--- src/rtl/switch_output_arbiter.sv ---
// rtl/switch_output_arbiter.sv - round-robin output-port arbiter with frame hold, oversize detect and frame count
module switch_output_arbiter #(
  parameter int RADIX     = 4,
  parameter int MAX_BEATS = 2048,
  parameter int CNT_WIDTH = 16
) (
  input  logic                     clk,
  input  logic                     rst_n,
  input  logic [RADIX-1:0]         req,
  input  logic [RADIX-1:0]         enable,
  input  logic                     m_valid,
  input  logic                     m_ready,
  input  logic                     m_last,
  output logic [RADIX-1:0]         grant,
  output logic                     grant_valid,
  output logic [$clog2(RADIX)-1:0] grant_index,
  output logic                     oversize,
  output logic [CNT_WIDTH-1:0]     frame_count
);

  localparam int IW = $clog2(RADIX);
  localparam int BW = $clog2(MAX_BEATS + 1);

  typedef enum logic {IDLE, BUSY} state_t;

  state_t         state;
  logic [IW-1:0]  ptr;
  logic [BW-1:0]  beat_cnt;
  logic [1:0]     rst_sync;
  logic           run;
  logic [RADIX-1:0] eligible;
  logic           pick_found;
  logic [IW-1:0]  pick_idx;
  logic [IW:0]    cand;
  logic           beat;

  // Reset asserts asynchronously but arbitration resumes only once release has crossed two flops.
  always_ff @(posedge clk or negedge rst_n) begin
    if (!rst_n) rst_sync <= 2'b00;
    else        rst_sync <= {rst_sync[0], 1'b1};
  end
  assign run = rst_sync[1];

  assign eligible = req & enable;
  assign beat     = m_valid & m_ready;

  // Search starts one past the last winner, so the just-finished input is examined last.
  always_comb begin
    pick_found = 1'b0;
    pick_idx   = '0;
    cand       = '0;
    for (int k = 0; k < RADIX; k++) begin
      cand = {1'b0, ptr} + (IW+1)'(k) + (IW+1)'(1);
      if (cand >= (IW+1)'(RADIX)) cand = cand - (IW+1)'(RADIX);
      if (!pick_found && eligible[cand[IW-1:0]]) begin
        pick_found = 1'b1;
        pick_idx   = cand[IW-1:0];
      end
    end
  end

  always_ff @(posedge clk or negedge rst_n) begin
    if (!rst_n) begin
      state       <= IDLE;
      grant       <= '0;
      grant_valid <= 1'b0;
      grant_index <= '0;
      ptr         <= IW'(RADIX - 1);
      beat_cnt    <= '0;
      oversize    <= 1'b0;
      frame_count <= '0;
    end else begin
      oversize <= 1'b0;
      if (run) begin
        case (state)
          IDLE: begin
            beat_cnt <= '0;
            if (pick_found) begin
              grant       <= {{(RADIX-1){1'b0}}, 1'b1} << pick_idx;
              grant_valid <= 1'b1;
              grant_index <= pick_idx;
              ptr         <= pick_idx;
              state       <= BUSY;
            end
          end
          BUSY: begin
            if (beat && m_last) begin
              if (frame_count != '1) frame_count <= frame_count + 1'b1;
              beat_cnt <= '0;
              if (pick_found) begin
                grant       <= {{(RADIX-1){1'b0}}, 1'b1} << pick_idx;
                grant_index <= pick_idx;
                ptr         <= pick_idx;
              end else begin
                grant       <= '0;
                grant_valid <= 1'b0;
                grant_index <= '0;
                state       <= IDLE;
              end
            end else if (beat) begin
              // Counter parks at MAX_BEATS so the pulse fires once per frame.
              if (beat_cnt != BW'(MAX_BEATS)) beat_cnt <= beat_cnt + 1'b1;
              if (beat_cnt == BW'(MAX_BEATS - 1)) oversize <= 1'b1;
            end
          end
          default: state <= IDLE;
        endcase
      end
    end
  end

endmodule

--- config.mk ---
export PLATFORM = sky130hd
export DESIGN_NAME = switch_output_arbiter
export DESIGN_NICKNAME = d
export VERILOG_FILES = /design/src/rtl/switch_output_arbiter.sv
export SDC_FILE = /design/constraint.sdc
export NUM_CORES = 1
export LEC_CHECK = 0
export BUFFER_PORTS_ARGS = -buffer_cell sky130_fd_sc_hd__buf_2
export CAP_MARGIN = 15
export CORE_MARGIN = 3
export CORE_UTILIZATION = 55
export DETAILED_ROUTE_END_ITERATION = 7
export PLACE_DENSITY = 0.89
export SLEW_MARGIN = 30
export SYNTH_ARGS = -nofsm -noshare
export SYNTH_HDL_FRONTEND = slang
export SYNTH_SLANG_ARGS = --single-unit
--- constraint.sdc ---
create_clock -name clk -period 2.1 [get_ports clk]
set_clock_uncertainty 0.2 [all_clocks]
set_input_delay 0.21 -clock clk [delete_from_list [all_inputs] [get_ports clk]]
set_output_delay 0.21 -clock clk [all_outputs]
set_load 0.01 [all_outputs]
==> results_dict.tcl, run 1 <==
set metrics [dict create \
    rrSetupSlack_ps 120 \
    fin_ws_ps 120 \
    finalWeightedCongestion 0.786 \
    grt_setup_unrepaired "false" \
    diodes 0 \
    cts_buffer_depth 2 \
    die_h_um 67.0 \
    multiInputGateArea_um2 990 \
    portBuffers 36 \
    syn_inst 197 \
    fin_cells 289 \
    antenna_left 0 \
    yosys_warnings 0 \
    clkTransAtPathRegs_ps 80 \
    finalCritPeriodShare 0.943 \
    post_synth.cell_area_avg_um2 10.4 \
    drive_above_1_share 0.259 \
    finalPower_uw 2080 \
    grt_antenna_before_repair 0 \
    holdPathEnd "oversize" \
    regArea_mm2 0.00103 \
    p_leak_uw 0.00116 \
    dr.pass1.iters 4 \
    grt-ovfl-total 0 \
    ios 37 \
    cts.sinks 41 \
    synth-main-ff-cell "dfrtp_1" \
    wl_um 4290 \
    min_period_ps 1980 \
    slew_headroom 0.664 \
    synth-seq-cells 41 \
    worstMarginPinSlew_ps 504 \
    final_hold_viol_count 0 \
    avgRoutedWirePerCell_um 14.8 \
    reg2reg_to "frame_count[8]" \
    hold_ws_ps 56.6 \
    power_density_mw_per_mm2 853 \
    coreArea_mm2 0.00347 \
    via_per_inst 5.73 \
    setup_tns_ps 0 \
    worstSkewPairLatency_ps 310 \
    initialDrtViolationCount 126 \
    status "completed" \
    cts.htree.levels 2 \
    finalSetupViolCount 0 \
    fill_cells 267 \
    crit_arrival_ps 1990 \
    worst_hold_startpoint "m_ready" \
    dp_hpwl_um 3120 \
    area_growth_pct 18.9 \
    rr_startpoint "frame_count[0]" \
    peakVddDrop_mv 0.594 \
    die_area_mm2 0.00449 \
    max_freq_mhz 505 \
    drt_drc_violations_left 0 \
    via_count 1655 \
    cts_buffers 5 \
    ff2ff_path_depth 6 \
    grt_max_degree 42 \
    tritoncts "built" \
    crit_path_end_kind "flip-flop" \
    netlist_area_mm2 0.00205 \
    max_cap_viol_count 0 \
    maxSlewViolCount 0 \
    dp.cells 280 \
    startpoint_type "flip-flop" \
    synth_edf_count 0 \
    cp_max_fo 6 \
    cts-root-buf "clkbuf_8" \
    synthArstFlopShare 1.00 \
    min_path_cells 3 \
    hold_class "in -> reg" \
    synth_cell_type_count 49 \
    crit_required_ps 2110 \
    grt_pass1_vias 1623 \
    num_rows 21 \
    nets 258 \
    synth_nets 213 \
    initial_core_util 0.590 \
    preCtsSetupSlack_ps 144 \
    setup.worst_path.class "reg -> reg" \
    synth-seq-area-share 0.502 \
    gr-usage-all-layers 0.223 \
    die_width_um 67.0 \
    grt_pass1_wl_um 7480 \
]
==> sequential cells by signal (all words and copies together) (netlist names) <==
| signal | flops |
|---|---|
| beat_cnt | 12 |
| frame_count | 16 |
| grant | 4 |
| grant_index | 2 |
| grant_valid | 1 |
| oversize | 1 |
| ptr | 2 |
| rst_sync | 2 |
| state | 1 |
==> Yosys cell counts, types with 2 or more instances <==
master	instances	area share
and3_1	4	0.012
nand3_1	15	0.037
nor4b_1	2	0.0086
nand2_1	24	0.044
inv_1	5	0.0092
and2_1	2	0.0061
dfrtp_1	39	0.48
o21ai_0	6	0.015
a31oi_1	2	0.0061
nor2_1	14	0.026
a21oi_1	7	0.017
nand4_1	8	0.024
or3_1	2	0.0061
dfstp_2	2	0.026
xor2_1	6	0.026
clkbuf_1	2	0.0037
a21o_1	4	0.015
xnor2_1	14	0.060
a22o_1	4	0.017
mux2_1	2	0.011
nor4_1	2	0.0061
ha_1	3	0.018
a21oi_2	2	0.0086
==> stage by stage <==
stage | utilization | area, um2
floorplan | - | 2050
finish | 0.702 | 2430
CTS | 0.700 | 2430
global placement | 0.664 | 2300
detailed placement | 0.664 | 2300
global route | 0.702 | 2430
==> cell usage in the layout (no fill, tap or decap), drive strengths merged, types with 9 or more instances in the layout <==
cell	count
nand2	24
xnor2	14
nand3	16
buf	40
a21oi	9
nand4	9
dfrtp	39
nor2	14
==> area by class of cell <==
type,count,share of cell area
clock buffer,5,0.0283
multi-input combinational,147,0.407
inverter,6,0.00925
tap,46,0.0237
clock inverter,3,0.0190
timing repair buffer,41,0.0905
sequential,41,0.423
==> report_power, final <==
part	internal, uW	switching (uW)
sequential	910	127
clock	356	293
combinational	185	206
total	1450	626
==> kinds of logic (layout without fill, tap and decap cells) <==
kind of cell,after synthesis,count (layout),share of synthesized area
mux,2,2,0.0110
other cells,1,1,0.00183
xor+xnor,20,20,0.0856
fa+ha+maj,3,3,0.0183
buf+inv,9,55,0.0171
compound gates,35,35,0.138
flops,41,41,0.502
simple gates,86,86,0.226
==> what timing repair did <==
item | 4_1_cts | 5_1_grt
setup endpoints to repair | 0 | 1
setup buffers | 0 | 0
resized for setup | 0 | 1
hold buffers | 1 | 0
endpoints found under the hold margin | 39 | 0
==> critical path, stage by stage, from the launching register on <==
cell,delay [ps]
dfrtp_1,450
ha_1,240
inv_1,60
or2_4,270
a311oi_4,380
nand3_2,120
xnor2_1,190
==> layer usage <==
| layer | GRT usage | up-vias | part of all wire |
|---|---|---|---|
| li1 | - | 799 | - |
| met1 | 0.300 | 795 | 0.45 |
| met2 | 0.335 | 50 | 0.46 |
| met3 | 0.0624 | 11 | 0.059 |
| met4 | 0.0962 | 0 | 0.021 |
| met5 | 0 | - | 0 |
==> worst max-delay path by stage <==
stage,start,end,slack (ps),depth (start not counted)
finish,frame_count[0],frame_count[8],120,6
detailed placement,frame_count[0],frame_count[10],140,6
global route,frame_count[0],frame_count[8],30,6
floorplan,frame_count[0],frame_count[14],220,6
CTS,frame_count[0],frame_count[8],130,6
global placement,frame_count[0],frame_count[14],230,6
No activity file was read; power rests on OpenSTA's default activity.
==> run 2: changes to the inputs <==
Settings changed: PLACE_DENSITY 0.89 to 0.85.
==> run 2 against run 1 <==
Against the previous run: combinational power fell by 1%; cell count rose by 0.69%; first-iteration DRC count is 31% lower; largest cell class unchanged; non-clock buffer count up 2; final area is 0.57% lower; clock-buffer cell count unchanged; sequential power about the same; sequential share of layout area is 0.24 points higher; setup slack worse by 30 ps; die area did not move.
==> results_dict.tcl, run 2 (synthesis gave the netlist of run 1 again) <==
set metrics [dict create \
    status "completed" \
    finalSetupViolCount 0 \
    setup_tns_ps 0 \
    drt_drc_violations_left 0 \
    p_leak_uw 0.00116 \
    coreArea_mm2 0.00347 \
    largest_reg_flops 16 \
    initial_core_util 0.590 \
    num_rows 21 \
    max_cap_viol_count 0 \
    dp_hpwl_um 3230 \
    finalCritPeriodShare 0.957 \
    grt_pass1_vias 1652 \
    top_regs "frame_count (16), beat_cnt (12), grant (4)" \
    ff2ff_path_depth 6 \
    holdPathEnd "oversize" \
    regArea_mm2 0.00103 \
    reg2reg_to "frame_count[10]" \
    power_density_mw_per_mm2 800 \
    rr_startpoint "rst_sync[1]" \
    grt-ovfl-total 0 \
    finalWeightedCongestion 0.805 \
    hold_class "in -> reg" \
    use_met3 0.0590 \
    clkTransAtPathRegs_ps 80 \
    grt_busiest_layer "met2" \
    grt_pass1_wl_um 7430 \
    avgRoutedWirePerCell_um 15.2 \
    use_met1 0.284 \
    crit_arrival_ps 2000 \
    tritoncts "built" \
    fill_cells 285 \
    final_common_cell "dfrtp_1" \
    max_freq_mhz 498 \
    gr-usage-all-layers 0.224 \
    worst_hold_startpoint "m_ready" \
    ios 37 \
    dr.pass1.iters 6 \
    startpoint_type "flip-flop" \
    rrSetupSlack_ps 90 \
    crit_path_end_kind "flip-flop" \
    cts_buffer_depth 2 \
    min_period_ps 2010 \
    peakVddDrop_mv 0.529 \
    multiInputGateArea_um2 990 \
    drive_above_1_share 0.265 \
    grt_antenna_before_repair 0 \
    dp.cells 280 \
    die_width_um 67.0 \
    maxSlewViolCount 0 \
    diodes 0 \
    area_growth_pct 18.2 \
    via_per_inst 5.69 \
    cts.sinks 41 \
    min_path_cells 3 \
    final_cell_mix "39 x dfrtp_1, 36 x buf_2, 24 x nand2_1" \
    grt_setup_unrepaired "false" \
    antenna_left 0 \
    die_h_um 67.0 \
    grt_max_degree 42 \
    cts_buffers 5 \
    initialDrtViolationCount 87 \
    fin_cells 291 \
    met2_usage 0.355 \
    cts-root-buf "clkbuf_8" \
    via_count 1657 \
    hold_ws_ps 73.0 \
    wl_um 4430 \
    cts.htree.levels 2 \
    largest-register "frame_count" \
    cp_max_fo 5 \
    setup.worst_path.class "reg -> reg" \
    final_hold_viol_count 0 \
    nets 260 \
    worstSkewPairLatency_ps 300 \
    die_area_mm2 0.00449 \
    crit_required_ps 2090 \
    portBuffers 36 \
]
==> run 2: area by class of cell <==
cell class / instances / share of cell area
clock buffers: 5 / 0.0284
clock inverters: 3 / 0.00724
inverters: 6 / 0.00931
multi-input cells: 147 / 0.409
flip-flops and latches: 41 / 0.425
well taps: 46 / 0.0238
repair buffers: 43 / 0.0972
==> run 2: repair_timing <==
action,in CTS,in global routing
gates resized for setup,0,1
setup buffers,0,2
endpoints found under the setup margin,0,2
hold endpoints to repair,39,0
hold buffers,1,0
==> run 2: how the worst max path moves through the flow <==
| stage | startpoint | to | slack [ps] | cells after the start |
|---|---|---|---|---|
| floorplan | frame_count[0] | frame_count[14] | 220 | 6 |
| global placement | frame_count[0] | frame_count[14] | 230 | 6 |
| detailed placement | frame_count[0] | frame_count[8] | 120 | 6 |
| CTS | frame_count[0] | frame_count[8] | 120 | 6 |
| global route | rst_sync[1] | frame_count[10] | 30 | 6 |
| finish | rst_sync[1] | frame_count[10] | 90 | 6 |
==> run 2: metal layers <==
metal	wire length (um)	share of wire	vias to the layer above
met1	1900	0.43	793
li1	-	-	794
met4	144	0.033	0
met2	2110	0.48	56
met5	0	0	-
met3	267	0.060	14
==> run 2: through the flow <==
stage	util	cell area [um2]	power, uW	setup WS (ps)
floorplan	-	2050	1270	220
global placement	0.664	2300	1420	232
detailed placement	0.664	2300	1440	118
CTS	0.692	2400	1940	121
global route	0.698	2420	2050	34.7
finish	0.698	2420	1940	90.1
==> run 2: critical path, stage by stage (launching register included) <==
cell	delay, ps
dfrtp_1	430
nand3_1	170
or2_1	370
a311oi_4	370
buf_4	190
nand2_1	60
xnor2_1	120
==> run 2: where the power goes <==
part           switching [uW]  internal (uW)  total [uW]
Sequential                128            910        1040
Combinational             202            183         386
Clock                     283            229         513
